<file path="config.mk">
export PLATFORM = sky130hd
export DESIGN_NAME = usr_seq_top
export DESIGN_NICKNAME = d
export VERILOG_FILES = /design/src/rtl/usr_pkg.sv /design/src/rtl/usr_4bit.sv /design/src/rtl/usr_seq_top.sv /design/src/rtl/usr_seq_ctrl.sv
export SDC_FILE = /design/constraint.sdc
export NUM_CORES = 1
export LEC_CHECK = 0
export CAP_MARGIN = 0
export CORE_MARGIN = 5
export CORE_UTILIZATION = 45
export DETAILED_ROUTE_END_ITERATION = 8
export DONT_BUFFER_PORTS = 1
export GPL_TIMING_DRIVEN = 1
export PLACE_DENSITY_LB_ADDON = 0.3
export SYNTH_ARGS = -nofsm -noshare
export SYNTH_HDL_FRONTEND = slang
export SYNTH_SLANG_ARGS = --single-unit
</file>
<file path="constraint.sdc">
create_clock -name clk -period 2.31 [get_ports clk]
set_input_delay 0.462 -clock clk [delete_from_list [all_inputs] [get_ports clk]]
set_output_delay 0.462 -clock clk [all_outputs]
set_load 0.02 [all_outputs]
</file>
<file path="src/rtl/usr_pkg.sv">
// usr_pkg -- shared definitions for the usr_4bit command sequencer.
//
// Contents:
//   - command op-code constants (LOAD, SHR, SHL, ROR, ROL; 5..7 illegal)
//   - usr_4bit mode-select constants (HOLD/SHR/SHL/LOAD)
//   - sequencer state enum (IDLE/EXEC/DONE)
//   - op_legal(): decides whether an op code is executable in this build
//
// Configuration macro: USR_SEQ_ROTATE_EN
//   defined   -> ROR/ROL are legal and drive rotate feedback
//   undefined -> ROR/ROL are reported as illegal (done with err)
package usr_pkg;

    localparam logic [2:0] OP_LOAD = 3'd0;
    localparam logic [2:0] OP_SHR  = 3'd1;
    localparam logic [2:0] OP_SHL  = 3'd2;
    localparam logic [2:0] OP_ROR  = 3'd3;
    localparam logic [2:0] OP_ROL  = 3'd4;

    localparam logic [1:0] USR_HOLD = 2'b00;
    localparam logic [1:0] USR_SHR  = 2'b01;
    localparam logic [1:0] USR_SHL  = 2'b10;
    localparam logic [1:0] USR_LOAD = 2'b11;

    typedef enum logic [1:0] {
        IDLE = 2'd0,
        EXEC = 2'd1,
        DONE = 2'd2
    } seq_state_t;

    // True when the op code can be executed by this build.
    function automatic logic op_legal(input logic [2:0] op);
        logic legal;
        case (op)
            OP_LOAD, OP_SHR, OP_SHL: legal = 1'b1;
`ifdef USR_SEQ_ROTATE_EN
            OP_ROR, OP_ROL:          legal = 1'b1;
`endif
            default:                 legal = 1'b0;
        endcase
        return legal;
    endfunction

endpackage

</file>
<file path="src/rtl/usr_4bit.sv">
// usr_4bit -- 4-bit universal shift register.
//
// Ports:
//   clk, rst   : clock, asynchronous active-high reset (clears q)
//   s[1:0]     : 00 hold, 01 shift right (q[3] <- s_r_in),
//                10 shift left (q[0] <- s_l_in), 11 parallel load
//   s_r_in     : serial input entering at q[3] on shift right
//   s_l_in     : serial input entering at q[0] on shift left
//   p_in[3:0]  : parallel load data
//   q[3:0]     : register contents
module usr_4bit
    import usr_pkg::*;
(
    input  logic       clk,
    input  logic       rst,
    input  logic [1:0] s,
    input  logic       s_r_in,
    input  logic       s_l_in,
    input  logic [3:0] p_in,
    output logic [3:0] q
);

    // Register update according to the mode select.
    always_ff @(posedge clk or posedge rst) begin
        if (rst) begin
            q <= 4'b0000;
        end else begin
            case (s)
                USR_HOLD: q <= q;
                USR_SHR:  q <= {s_r_in, q[3:1]};
                USR_SHL:  q <= {q[2:0], s_l_in};
                USR_LOAD: q <= p_in;
                default:  q <= q;
            endcase
        end
    end

endmodule

</file>
<file path="src/rtl/usr_seq_top.sv">
// usr_seq_top -- sequencer plus the usr_4bit register it controls.
//
// Ports: clk, rst, the command handshake (cmd_*), ser_in, and the status
// outputs of usr_seq_ctrl, plus q (register contents).
// Configuration macro: USR_SEQ_ROTATE_EN (passed through to usr_seq_ctrl).
module usr_seq_top #(
    parameter int CNT_W = 3
) (
    input  logic             clk,
    input  logic             rst,
    input  logic             cmd_valid,
    output logic             cmd_ready,
    input  logic [2:0]       cmd_op,
    input  logic [CNT_W-1:0] cmd_cnt,
    input  logic [3:0]       cmd_data,
    input  logic             ser_in,
    output logic             ser_out,
    output logic             ser_out_vld,
    output logic             busy,
    output logic             done,
    output logic             err,
    output logic [3:0]       q
);

    logic [1:0] usr_s;
    logic       usr_s_r_in;
    logic       usr_s_l_in;
    logic [3:0] usr_p_in;

    usr_seq_ctrl #(.CNT_W(CNT_W)) u_ctrl (
        .clk         (clk),
        .rst         (rst),
        .cmd_valid   (cmd_valid),
        .cmd_ready   (cmd_ready),
        .cmd_op      (cmd_op),
        .cmd_cnt     (cmd_cnt),
        .cmd_data    (cmd_data),
        .ser_in      (ser_in),
        .usr_q       (q),
        .usr_s       (usr_s),
        .usr_s_r_in  (usr_s_r_in),
        .usr_s_l_in  (usr_s_l_in),
        .usr_p_in    (usr_p_in),
        .ser_out     (ser_out),
        .ser_out_vld (ser_out_vld),
        .busy        (busy),
        .done        (done),
        .err         (err)
    );

    usr_4bit u_reg (
        .clk    (clk),
        .rst    (rst),
        .s      (usr_s),
        .s_r_in (usr_s_r_in),
        .s_l_in (usr_s_l_in),
        .p_in   (usr_p_in),
        .q      (q)
    );

endmodule

</file>
<file path="src/rtl/usr_seq_ctrl.sv">
// usr_seq_ctrl -- command sequencer for one usr_4bit register.
//
// Accepts LOAD/SHR/SHL/ROR/ROL commands over a valid/ready handshake and
// drives the register's mode select and serial/parallel inputs for the
// requested number of cycles, then pulses done (qualified by err).
//
// Ports:
//   clk, rst            : clock, asynchronous active-high reset
//   cmd_valid/cmd_ready : command handshake (ready only in IDLE)
//   cmd_op, cmd_cnt     : op code, step count (count ignored for LOAD)
//   cmd_data            : parallel load value (ignored for non-LOAD ops)
//   ser_in              : serial fill bit for SHR/SHL
//   usr_q               : current register contents (rotate feedback, ser_out)
//   usr_s, usr_s_r_in, usr_s_l_in, usr_p_in : register controls
//   ser_out/ser_out_vld : bit leaving the register during shift/rotate
//   busy, done, err     : status
//
// Configuration macro: USR_SEQ_ROTATE_EN (enables ROR/ROL; otherwise illegal).
module usr_seq_ctrl
    import usr_pkg::*;
#(
    parameter int CNT_W = 3
) (
    input  logic             clk,
    input  logic             rst,
    input  logic             cmd_valid,
    output logic             cmd_ready,
    input  logic [2:0]       cmd_op,
    input  logic [CNT_W-1:0] cmd_cnt,
    input  logic [3:0]       cmd_data,
    input  logic             ser_in,
    input  logic [3:0]       usr_q,
    output logic [1:0]       usr_s,
    output logic             usr_s_r_in,
    output logic             usr_s_l_in,
    output logic [3:0]       usr_p_in,
    output logic             ser_out,
    output logic             ser_out_vld,
    output logic             busy,
    output logic             done,
    output logic             err
);

    localparam logic [CNT_W-1:0] CNT_ZERO = CNT_W'(0);
    localparam logic [CNT_W-1:0] CNT_ONE  = CNT_W'(1);

    seq_state_t       state_r;
    seq_state_t       state_nxt;
    logic [2:0]       op_r;
    logic [CNT_W-1:0] cnt_r;
    logic [3:0]       data_r;
    logic             err_r;
    logic             accept;
    logic             skip_exec;

    assign accept = cmd_valid && (state_r == IDLE);

    // Illegal ops and zero-length shifts bypass EXEC; LOAD always runs once.
    assign skip_exec = !op_legal(cmd_op) ||
                       ((cmd_op != OP_LOAD) && (cmd_cnt == CNT_ZERO));

    // State register.
    always_ff @(posedge clk or posedge rst) begin
        if (rst) begin
            state_r <= IDLE;
        end else begin
            state_r <= state_nxt;
        end
    end

    // Command latch and remaining-step counter.
    always_ff @(posedge clk or posedge rst) begin
        if (rst) begin
            op_r   <= OP_LOAD;
            cnt_r  <= CNT_ZERO;
            data_r <= 4'b0000;
            err_r  <= 1'b0;
        end else if (accept) begin
            op_r   <= cmd_op;
            cnt_r  <= (cmd_op == OP_LOAD) ? CNT_ONE : cmd_cnt;
            data_r <= cmd_data;
            err_r  <= !op_legal(cmd_op);
        end else if (state_r == EXEC) begin
            cnt_r  <= cnt_r - CNT_ONE;
        end else begin
            cnt_r  <= cnt_r;
        end
    end

    // Next-state decode.
    always_comb begin
        state_nxt = state_r;
        case (state_r)
            IDLE: begin
                if (cmd_valid) begin
                    state_nxt = skip_exec ? DONE : EXEC;
                end else begin
                    state_nxt = IDLE;
                end
            end
            EXEC: begin
                if (cnt_r == CNT_ONE) begin
                    state_nxt = DONE;
                end else begin
                    state_nxt = EXEC;
                end
            end
            DONE:    state_nxt = IDLE;
            default: state_nxt = IDLE;
        endcase
    end

    // Output decode; serial feedback must be same-cycle, so these follow
    // the registered state/command rather than being separately flopped.
    always_comb begin
        usr_s       = USR_HOLD;
        usr_s_r_in  = 1'b0;
        usr_s_l_in  = 1'b0;
        usr_p_in    = 4'b0000;
        ser_out     = 1'b0;
        ser_out_vld = 1'b0;
        if (state_r == EXEC) begin
            case (op_r)
                OP_LOAD: begin
                    usr_s    = USR_LOAD;
                    usr_p_in = data_r;
                end
                OP_SHR: begin
                    usr_s       = USR_SHR;
                    usr_s_r_in  = ser_in;
                    ser_out     = usr_q[0];
                    ser_out_vld = 1'b1;
                end
                OP_SHL: begin
                    usr_s       = USR_SHL;
                    usr_s_l_in  = ser_in;
                    ser_out     = usr_q[3];
                    ser_out_vld = 1'b1;
                end
`ifdef USR_SEQ_ROTATE_EN
                OP_ROR: begin
                    usr_s       = USR_SHR;
                    usr_s_r_in  = usr_q[0];
                    ser_out     = usr_q[0];
                    ser_out_vld = 1'b1;
                end
                OP_ROL: begin
                    usr_s       = USR_SHL;
                    usr_s_l_in  = usr_q[3];
                    ser_out     = usr_q[3];
                    ser_out_vld = 1'b1;
                end
`endif
                default: begin
                    usr_s = USR_HOLD;
                end
            endcase
        end else begin
            usr_s = USR_HOLD;
        end
    end

    assign cmd_ready = (state_r == IDLE);
    assign busy      = (state_r != IDLE);
    assign done      = (state_r == DONE);
    assign err       = (state_r == DONE) && err_r;

endmodule

</file>
# [Word-level counts from Yosys, hierarchy flattened]
# Cells that the tools add are included.
[word_totals] regBits=17 input_bits=14
[op_classes] n_reduce_logical=16 add_sub_neg=1 mux=22 eq_ne=10
[op_table] cell="$pmux 4 s3" n=1
[op_table] cell="$eq 3x1->1 const B" n=3
[op_table] cell="$logic_not 3->1" n=3
[op_table] cell="$mux 1" n=9
[op_table] cell="$mux 3" n=3
[op_table] cell="$mux 2" n=4
[op_table] cell="$mux 4" n=2
[op_table] cell="$eq 2x2->1 const B" n=3
[op_table] cell="$eq 3x2->1 const B" n=2
[op_table] cell="$pmux 2 s3" n=1
[op_table] cell="$eq 2x1->1 const B" n=2
[op_table] cell="$logic_not 2->1" n=2
[op_table] cell="$pmux 2 s2" n=1
[op_table] cell="$reduce_bool 2->1" n=2
[op_table] cell="$logic_and 1x1->1" n=3
[op_table] cell="$reduce_bool 3->1" n=1
[op_table] cell="$reduce_or 3->1" n=1
[op_table] cell="$sub 3x1->3 const B" n=1
[op_table] cell="$logic_not 1->1" n=2
[op_table] cell="$pmux 1 s2" n=1
[op_table] cell="$reduce_or 2->1" n=1
[op_table] cell="$logic_or 1x1->1" n=1

# [Longest topological paths before layout]
# Gate-level depths: netlist of the first run.
[depth] word_depth=8 ltp_mapped=5

# [Cells and area by module]
# A second synthesis of the first run with hierarchy kept.
[unflattened] cells_unflattened=94 area_unflattened_um2=948.4
[modules_own_cells] mod="usr_seq_ctrl" area_per_inst_um2=739.5 instances=1 seq_area_each_um2=325.3 cells_per_inst=85
[modules_own_cells] mod="usr_4bit" area_per_inst_um2=209.0 instances=1 seq_area_each_um2=100.1 cells_per_inst=9

# [Worst setup path before layout of the first run]
# Ideal clock, no wire load.
[synth_path] kind="reg-to-output" start="reg u_ctrl.state_r[1]" end="out ser_out" arrival_ps=1248 stages_incl_launch_ff=4 required_ps=1848 slack_ps=600 path_cell_list="dfrtp_1 > or3b_1 > buf_6 > a21oi_1"
[synth_via] elab_chain_cells=2
[synth_lines] element="from (decl)" line_no="usr_seq_ctrl.sv:47" text="seq_state_t state_r;"
[synth_lines] element="from (signal assigned)" line_no="usr_seq_ctrl.sv:67" text="state_r <= state_nxt;"
[synth_lines] element="$eq 2x1->1" line_no="usr_seq_ctrl.sv:122" text="if (state_r == EXEC) begin"
[synth_lines] element="$mux 1" line_no="usr_seq_ctrl.sv:122"
[synth_lines] element="to (decl)" line_no="usr_seq_top.sv:17" text="output logic ser_out,"
# Every way passes these cells.

# [Worst setup path in the final report of the first run]
[layout_path] start="reg u_ctrl.state_r[1]" end="out ser_out_vld"
[layout_via] elab_chain_cells=2
[layout_lines] element="$eq 2x1->1" line_no="usr_seq_ctrl.sv:122"
[layout_lines] element="$mux 1" line_no="usr_seq_ctrl.sv:122"
[layout_lines] element="to (decl)" line_no="usr_seq_top.sv:18" text="output logic ser_out_vld,"
# Every way passes these cells.

==> results of run 1 <==
synthesized netlist by cell type, drive strengths merged:
| master | number |
|---|---|
| o32ai | 1 |
| or2b | 1 |
| a2bb2oi | 2 |
| mux2 | 2 |
| clkbuf | 2 |
| mux2i | 1 |
| o2bb2ai | 1 |
| nor4b | 1 |
| xnor2 | 1 |
| nand3b | 2 |
| o22ai | 3 |
| a221o | 1 |
| a21o | 1 |
| or2 | 1 |
| and2b | 1 |
| nor2 | 5 |
| a31oi | 1 |
| o31a | 1 |
| nand2b | 3 |
| and2 | 1 |
| or3b | 2 |
| a211oi | 1 |
| mux4 | 2 |
| buf | 4 |
| ha | 2 |
| nand2 | 24 |
| a21oi | 5 |
| nor3b | 2 |
| nor3 | 3 |
| inv | 6 |
| dfrtp | 17 |
per-stage QoR:
| step | instance area [sq um] | utilization, % | hold WS, ns | std cells |
|---|---|---|---|---|
| global placement | 968 | 48.4 | 0.442 | 122 |
| detailed placement | 968 | 48.4 | 0.461 | 122 |
| global route | 996 | 49.8 | 0.177 | 126 |
| floorplan | 967 | - | 0.388 | 100 |
| CTS | 996 | 49.8 | 0.152 | 126 |
| finish | 996 | 49.8 | 0.122 | 126 |
state kept, by name, summed over array words and instances (netlist names):
| register | flops |
|---|---|
| u_ctrl.data_r | 4 |
| u_ctrl.op_r | 3 |
| u_ctrl.err_r | 1 |
| u_ctrl.cnt_r | 3 |
| u_ctrl.state_r | 2 |
| u_reg.q | 4 |
power groups by stage:
| stage | combinational [mW] | sequential, mW | clock (mW) |
|---|---|---|---|
| 6_report | 0.556 | 0.645 | 0.165 |
| 5_1_grt | 0.633 | 0.669 | 0.183 |
| 4_1_cts | 0.565 | 0.647 | 0.169 |
| 3_5_place_dp | 0.561 | 0.655 | 0 |
| 3_3_place_gp | 0.545 | 0.645 | 0 |
| 2_1_floorplan | 0.561 | 0.570 | 0 |
layout make-up:
| type | count | area, sq um | area share [%] |
|---|---|---|---|
| inverter | 6 | 22.5 | 2.26 |
| clock inverter | 1 | 5.00 | 0.503 |
| multi-input combinational | 71 | 479 | 48.1 |
| clock buffer | 3 | 22.5 | 2.26 |
| sequential | 17 | 425 | 42.7 |
| tap | 27 | 33.8 | 3.39 |
| timing repair buffer | 1 | 7.51 | 0.754 |
per-layer routing:
metal	share of wire (%)	up-vias	track usage, %
li1	-	338	-
met1	42	343	14.1
met2	52	11	24.2
met3	5.6	0	5.96
met4	0	0	2.03
met5	0	-	0
worst paths after layout:
kind | startpoint | end | slack, ns | cells past startpoint
worst max-delay path | u_ctrl.state_r[1] | ser_out_vld | 0.15 | 2
worst min-delay path | rst | u_ctrl.data_r[3] | 0.12 | 1
worst max register to register | u_ctrl.state_r[1] | u_reg.q[1] | 0.58 | 3
worst min register to register | u_ctrl.data_r[0] | u_ctrl.data_r[0] | 0.48 | 2
max in group asynchronous | rst | u_ctrl.cnt_r[1] | 1.78 | 1
min in group clk | cmd_data[1] | u_ctrl.data_r[1] | 0.26 | 2
kinds of logic (layout without fill, tap and decap cells):
family	Yosys count	in the layout	synth area share [%]
AO/OA/AOI/OAI	17	17	12.3
XOR/XNOR	1	1	0.906
adder cells (fa/ha/maj)	2	2	2.59
buffers and inverters	12	11	6.47
flip-flops	17	17	44.0
multiplexers	5	5	8.02
AND/OR/NAND/NOR	46	46	25.7
worst max-delay path, stage by stage, from the launching register on:
cell	delay (ns)
sky130_fd_sc_hd__dfrtp_1	0.44
sky130_fd_sc_hd__or3b_1	0.52
sky130_fd_sc_hd__a21oi_1	0.44
==> results.sh, run 1 <==
export IMPL_start_kind="flop"
export IMPL_flow_area_growth_from_synthesis_pct=2.98
export IMPL_final_max_slew_viol_count=0
export IMPL_netSwitchingPower_mw=0.603
export IMPL_placementRows=16
export IMPL_cts_repair_resized=0
export IMPL_synth_avg_cell_area_sq_um=9.67
export IMPL_p_comb_share_pct=40.7
export IMPL_insertedDiodeCount=0
export IMPL_hp_class="input port to async pin"
export IMPL_ios=24
export IMPL_worst_skew_pair_late_latency_ns=0.30
export IMPL_layout_cells_most_common="sky130_fd_sc_hd__nand2_1"
export IMPL_grt_setup_unrepaired="no"
export IMPL_hold_buffers=0
export IMPL_layout_worst_path_cycle_share_pct=93.6
export IMPL_grt_start_max_net_pins=18
export IMPL_worst_clock_skew_ns=0.00102
export IMPL_p_int_mw=0.763
export IMPL_maximum_ir_drop_on_the_vdd_rail_mv=0.553
export IMPL_numClockSinks=17
export IMPL_horiz_die_dim_um=56.4
export IMPL_worst_setup_hold_path_clk_slew_ns=0.10
export IMPL_synthesis_area_sq_um=967
export IMPL_setup_viol=0
export IMPL_seq_area_frac_synth_pct=44.0
export IMPL_worst_setup_ep_type="output pin"
export IMPL_grt_pass1_wl_um=3310
export IMPL_cts_root_buffer="sky130_fd_sc_hd__clkbuf_4"
export IMPL_routed_via_count=692
export IMPL_crit_arrival_ns=1.70
export IMPL_initialDrtViolationCount=5
export IMPL_overflow=0
export IMPL_placer_congestion_estimate=0.818
export IMPL_worst_slack_ns=0.148
export IMPL_total_of_buffers_placed_on_input_and_output_ports=0
export IMPL_design_final_nets=116
export IMPL_yosys_warnings=0
export IMPL_required_worst_endpoint_ns=1.85
export IMPL_seq_pwr_share_pct=47.2
export IMPL_power_static_leakage_nw=0.470
export IMPL_cts_buffer_depth=2
export IMPL_drt_drc_violations_left=0
export IMPL_fraction_of_final_layout_cells_sized_beyond_drive_strength_1_pct=14.1
export IMPL_floorplan_initialDensity_pct=48.3
export IMPL_post_route_min_period_ns=2.16
export IMPL_synth_area_top_cells="sky130_fd_sc_hd__dfrtp_1, sky130_fd_sc_hd__nand2_1, sky130_fd_sc_hd__mux4_2, sky130_fd_sc_hd__a21oi_1, sky130_fd_sc_hd__ha_1"
export IMPL_routed_wire_length_per_instance_um=15.1
export IMPL_most_common_layout_cells="sky130_fd_sc_hd__nand2_1, sky130_fd_sc_hd__dfrtp_1, sky130_fd_sc_hd__inv_1"
export IMPL_dieHeight_um=56.4
export IMPL_netlist_area_leader_share_pct=44.0
export IMPL_number_of_global_route_vias_before_repair=738
export IMPL_fp_dieArea_sq_um=3180
export IMPL_dp_worst_setup_slack_ns=0.476
export IMPL_post_cts_setup_buffer_count=0
export IMPL_outcome="complete, no violations"
export IMPL_worstMarginPinSlew_ns=0.636
export IMPL_syn_num_nets=116
export IMPL_power_mw=1.37
export IMPL_setup_worst_path_class="flop to output pin"
export IMPL_ys_seq_elements=17
export IMPL_antenna_left=0
export IMPL_initial_antenna_violation_count=0
export IMPL_finalHoldViolations=0
export IMPL_netlist_instances=100
export IMPL_fillCellCount=196
export IMPL_synth_top_area_cell="sky130_fd_sc_hd__dfrtp_1"
export IMPL_netSwitchingFraction_pct=44.1
export IMPL_routed_via_density=5.49
export IMPL_final_wl_um=1900
export IMPL_core_sq_um=2000
export IMPL_cts_buffers=3
export IMPL_synth_distinct_cells=35
export IMPL_final_setup_tns_ns=0
export IMPL_cts_tree="built"
export IMPL_clock_fmax_mhz=462
export IMPL_ctsHtreeMaxLevel=1
export IMPL_hpwlAfterDp_um=1490
export IMPL_worst_slew_margin_rel_pct=57.5
export IMPL_globalRouteTotalUtil_pct=13.2
export IMPL_timing_critical_path_fanout_max=6
export IMPL_number_of_maximum_capacitance_violations=0
export IMPL_power_density_of_the_placed_cells_nw_per_um2=1370
export IMPL_drt_first_pass_iters=2
export IMPL_clock_power_share_pct=12.1
Power figures use the tool's default switching activity.
==> run 2: changes to the inputs <==
- CAP_MARGIN: 0 -> 20
- CORE_UTILIZATION: 45 -> 55
- SKIP_LAST_GASP: default -> 1
==> results.sh, run 2 (synthesis gave the netlist of run 1 again) <==
export IMPL_antenna_left=0
export IMPL_core_sq_um=1710
export IMPL_reg2reg_depth=3
export IMPL_drt_drc_violations_left=0
export IMPL_dieHeight_um=51.9
export IMPL_fp_dieArea_sq_um=2700
export IMPL_largest_registers="u_ctrl.data_r: 4 flops, u_reg.q: 4 flops"
export IMPL_number_of_maximum_capacitance_violations=0
export IMPL_grt_use_met3_pct=4.58
export IMPL_most_common_layout_cells="sky130_fd_sc_hd__nand2_1, sky130_fd_sc_hd__dfrtp_1, sky130_fd_sc_hd__inv_1"
export IMPL_design_final_nets=116
export IMPL_setup_slack_reg_to_reg_ns=0.53
export IMPL_outcome="complete, no violations"
export IMPL_overflow=0
export IMPL_worst_clock_skew_ns=0.00879
export IMPL_layout_worst_path_cycle_share_pct=93.7
export IMPL_cts_buffers=3
export IMPL_worst_setup_hold_path_clk_slew_ns=0.11
export IMPL_crit_path_top_delay_cell="sky130_fd_sc_hd__or3b_1"
export IMPL_cts_tree="built"
export IMPL_setup_worst_path_class="flop to output pin"
export IMPL_placer_congestion_estimate=0.768
export IMPL_final_setup_tns_ns=0
export IMPL_critical_path_max_stage_delay_ns=0.53
export IMPL_crit_arrival_ns=1.70
export IMPL_worst_setup_ep_type="output pin"
export IMPL_global_route_usage_met2_pct=28.2
export IMPL_cts_repair_resized=0
export IMPL_layout_cells_most_common="sky130_fd_sc_hd__nand2_1"
export IMPL_timing_critical_path_fanout_max=6
export IMPL_post_cts_setup_buffer_count=0
export IMPL_maximum_ir_drop_on_the_vdd_rail_mv=0.586
export IMPL_setup_viol=0
export IMPL_place_area_sq_um=966
export IMPL_ctsHtreeMaxLevel=1
export IMPL_horiz_die_dim_um=51.9
export IMPL_ios=24
export IMPL_fin_worst_hold_slack_ns=0.133
export IMPL_number_of_global_route_vias_before_repair=712
export IMPL_drt_first_pass_iters=4
export IMPL_start_kind="flop"
export IMPL_post_route_min_period_ns=2.16
export IMPL_final_wl_um=1920
export IMPL_critical_path_reg2reg_startpoint="u_ctrl.state_r[1]"
export IMPL_floorplan_initialDensity_pct=56.6
export IMPL_cts_buffer_depth=2
export IMPL_busiest_layer="met2"
export IMPL_initialDrtViolationCount=8
export IMPL_insertedDiodeCount=0
export IMPL_flow_area_growth_from_synthesis_pct=2.72
export IMPL_numClockSinks=17
export IMPL_fraction_of_final_layout_cells_sized_beyond_drive_strength_1_pct=14.1
export IMPL_placementRows=15
export IMPL_path_cells="or3b_1 > a21oi_1"
export IMPL_cts_root_buffer="sky130_fd_sc_hd__clkbuf_4"
export IMPL_finalInstanceArea_sq_um=993
export IMPL_routed_via_density=5.59
export IMPL_power_density_of_the_placed_cells_nw_per_um2=1380
export IMPL_worstMarginPinSlew_ns=0.645
export IMPL_grt_start_max_net_pins=18
export IMPL_globalRouteTotalUtil_pct=16.7
export IMPL_final_max_slew_viol_count=0
export IMPL_grt_setup_unrepaired="no"
export IMPL_initial_antenna_violation_count=0
export IMPL_fillCellCount=146
export IMPL_hpwlAfterDp_um=1490
export IMPL_hp_class="input port to async pin"
export IMPL_total_of_buffers_placed_on_input_and_output_ports=0
export IMPL_grt_pass1_wl_um=3340
export IMPL_grt_util_met1_pct=20.0
export IMPL_worst_skew_pair_late_latency_ns=0.29
export IMPL_finalHoldViolations=0
export IMPL_power_static_leakage_nw=0.470
export IMPL_hold_buffers=0
export IMPL_worst_slew_margin_rel_pct=57.0
export IMPL_crit_path_start="u_ctrl.state_r[1]"
export IMPL_routed_wire_length_per_instance_um=15.5
export IMPL_routed_via_count=693
export IMPL_clock_fmax_mhz=462
export IMPL_required_worst_endpoint_ns=1.85
==> run 2: cell counts in the layout (fill, tap and decap cells not counted) <==
Identical to the previous run, type by type.
==> run 2: layout make-up <==
type	count	area, sq um	area share [%]
Timing Repair Buffer	1	7.51	0.756
Clock buffer	3	22.5	2.27
Multi-Input combinational cell	71	479	48.2
Tap cell	25	31.3	3.15
Clock inverter	1	5.00	0.504
Inverter	6	22.5	2.27
Sequential cell	17	425	42.8
==> run 2: per-stage QoR <==
| stage | setup slack (ns) | utilization (%) | cells | power [mW] |
|---|---|---|---|---|
| global route | 0.0983 | 58.2 | 124 | 1.49 |
| global placement | 0.511 | 56.6 | 120 | 1.19 |
| CTS | 0.154 | 58.2 | 124 | 1.38 |
| finish | 0.147 | 58.2 | 124 | 1.37 |
| floorplan | 0.600 | - | 100 | 1.13 |
| detailed placement | 0.485 | 56.6 | 120 | 1.22 |
==> run 2: layer usage <==
layer / up-vias / wire, um / part of all wire, %
li1: 340 / - / -
met2: 16 / 1000 / 52
met3: 2 / 98 / 5.1
met1: 335 / 807 / 42
met5: - / 0 / 0
met4: 0 / 14 / 0.73
==> run 2: critical path, delay by kind of cell, from the launching register on <==
kind               cells  cell delay [ns]
and+or+nand+nor        1             0.53
AOI/OAI and AO/OA      1             0.44
DFF                    1             0.44
==> run 2: report_power, final <==
part / switching [mW] / internal [mW]
logic: 0.302 / 0.260
clock network: 0.0949 / 0.0643
registers: 0.212 / 0.440
total: 0.609 / 0.764
==> run 2: worst paths after layout <==
path	endpoint
setup / recovery	ser_out
hold / removal	u_ctrl.op_r[0]
setup reg to reg	u_reg.q[1]
hold reg to reg	u_ctrl.err_r
max in group asynchronous	u_reg.q[0]
min in group clk	u_ctrl.op_r[0]
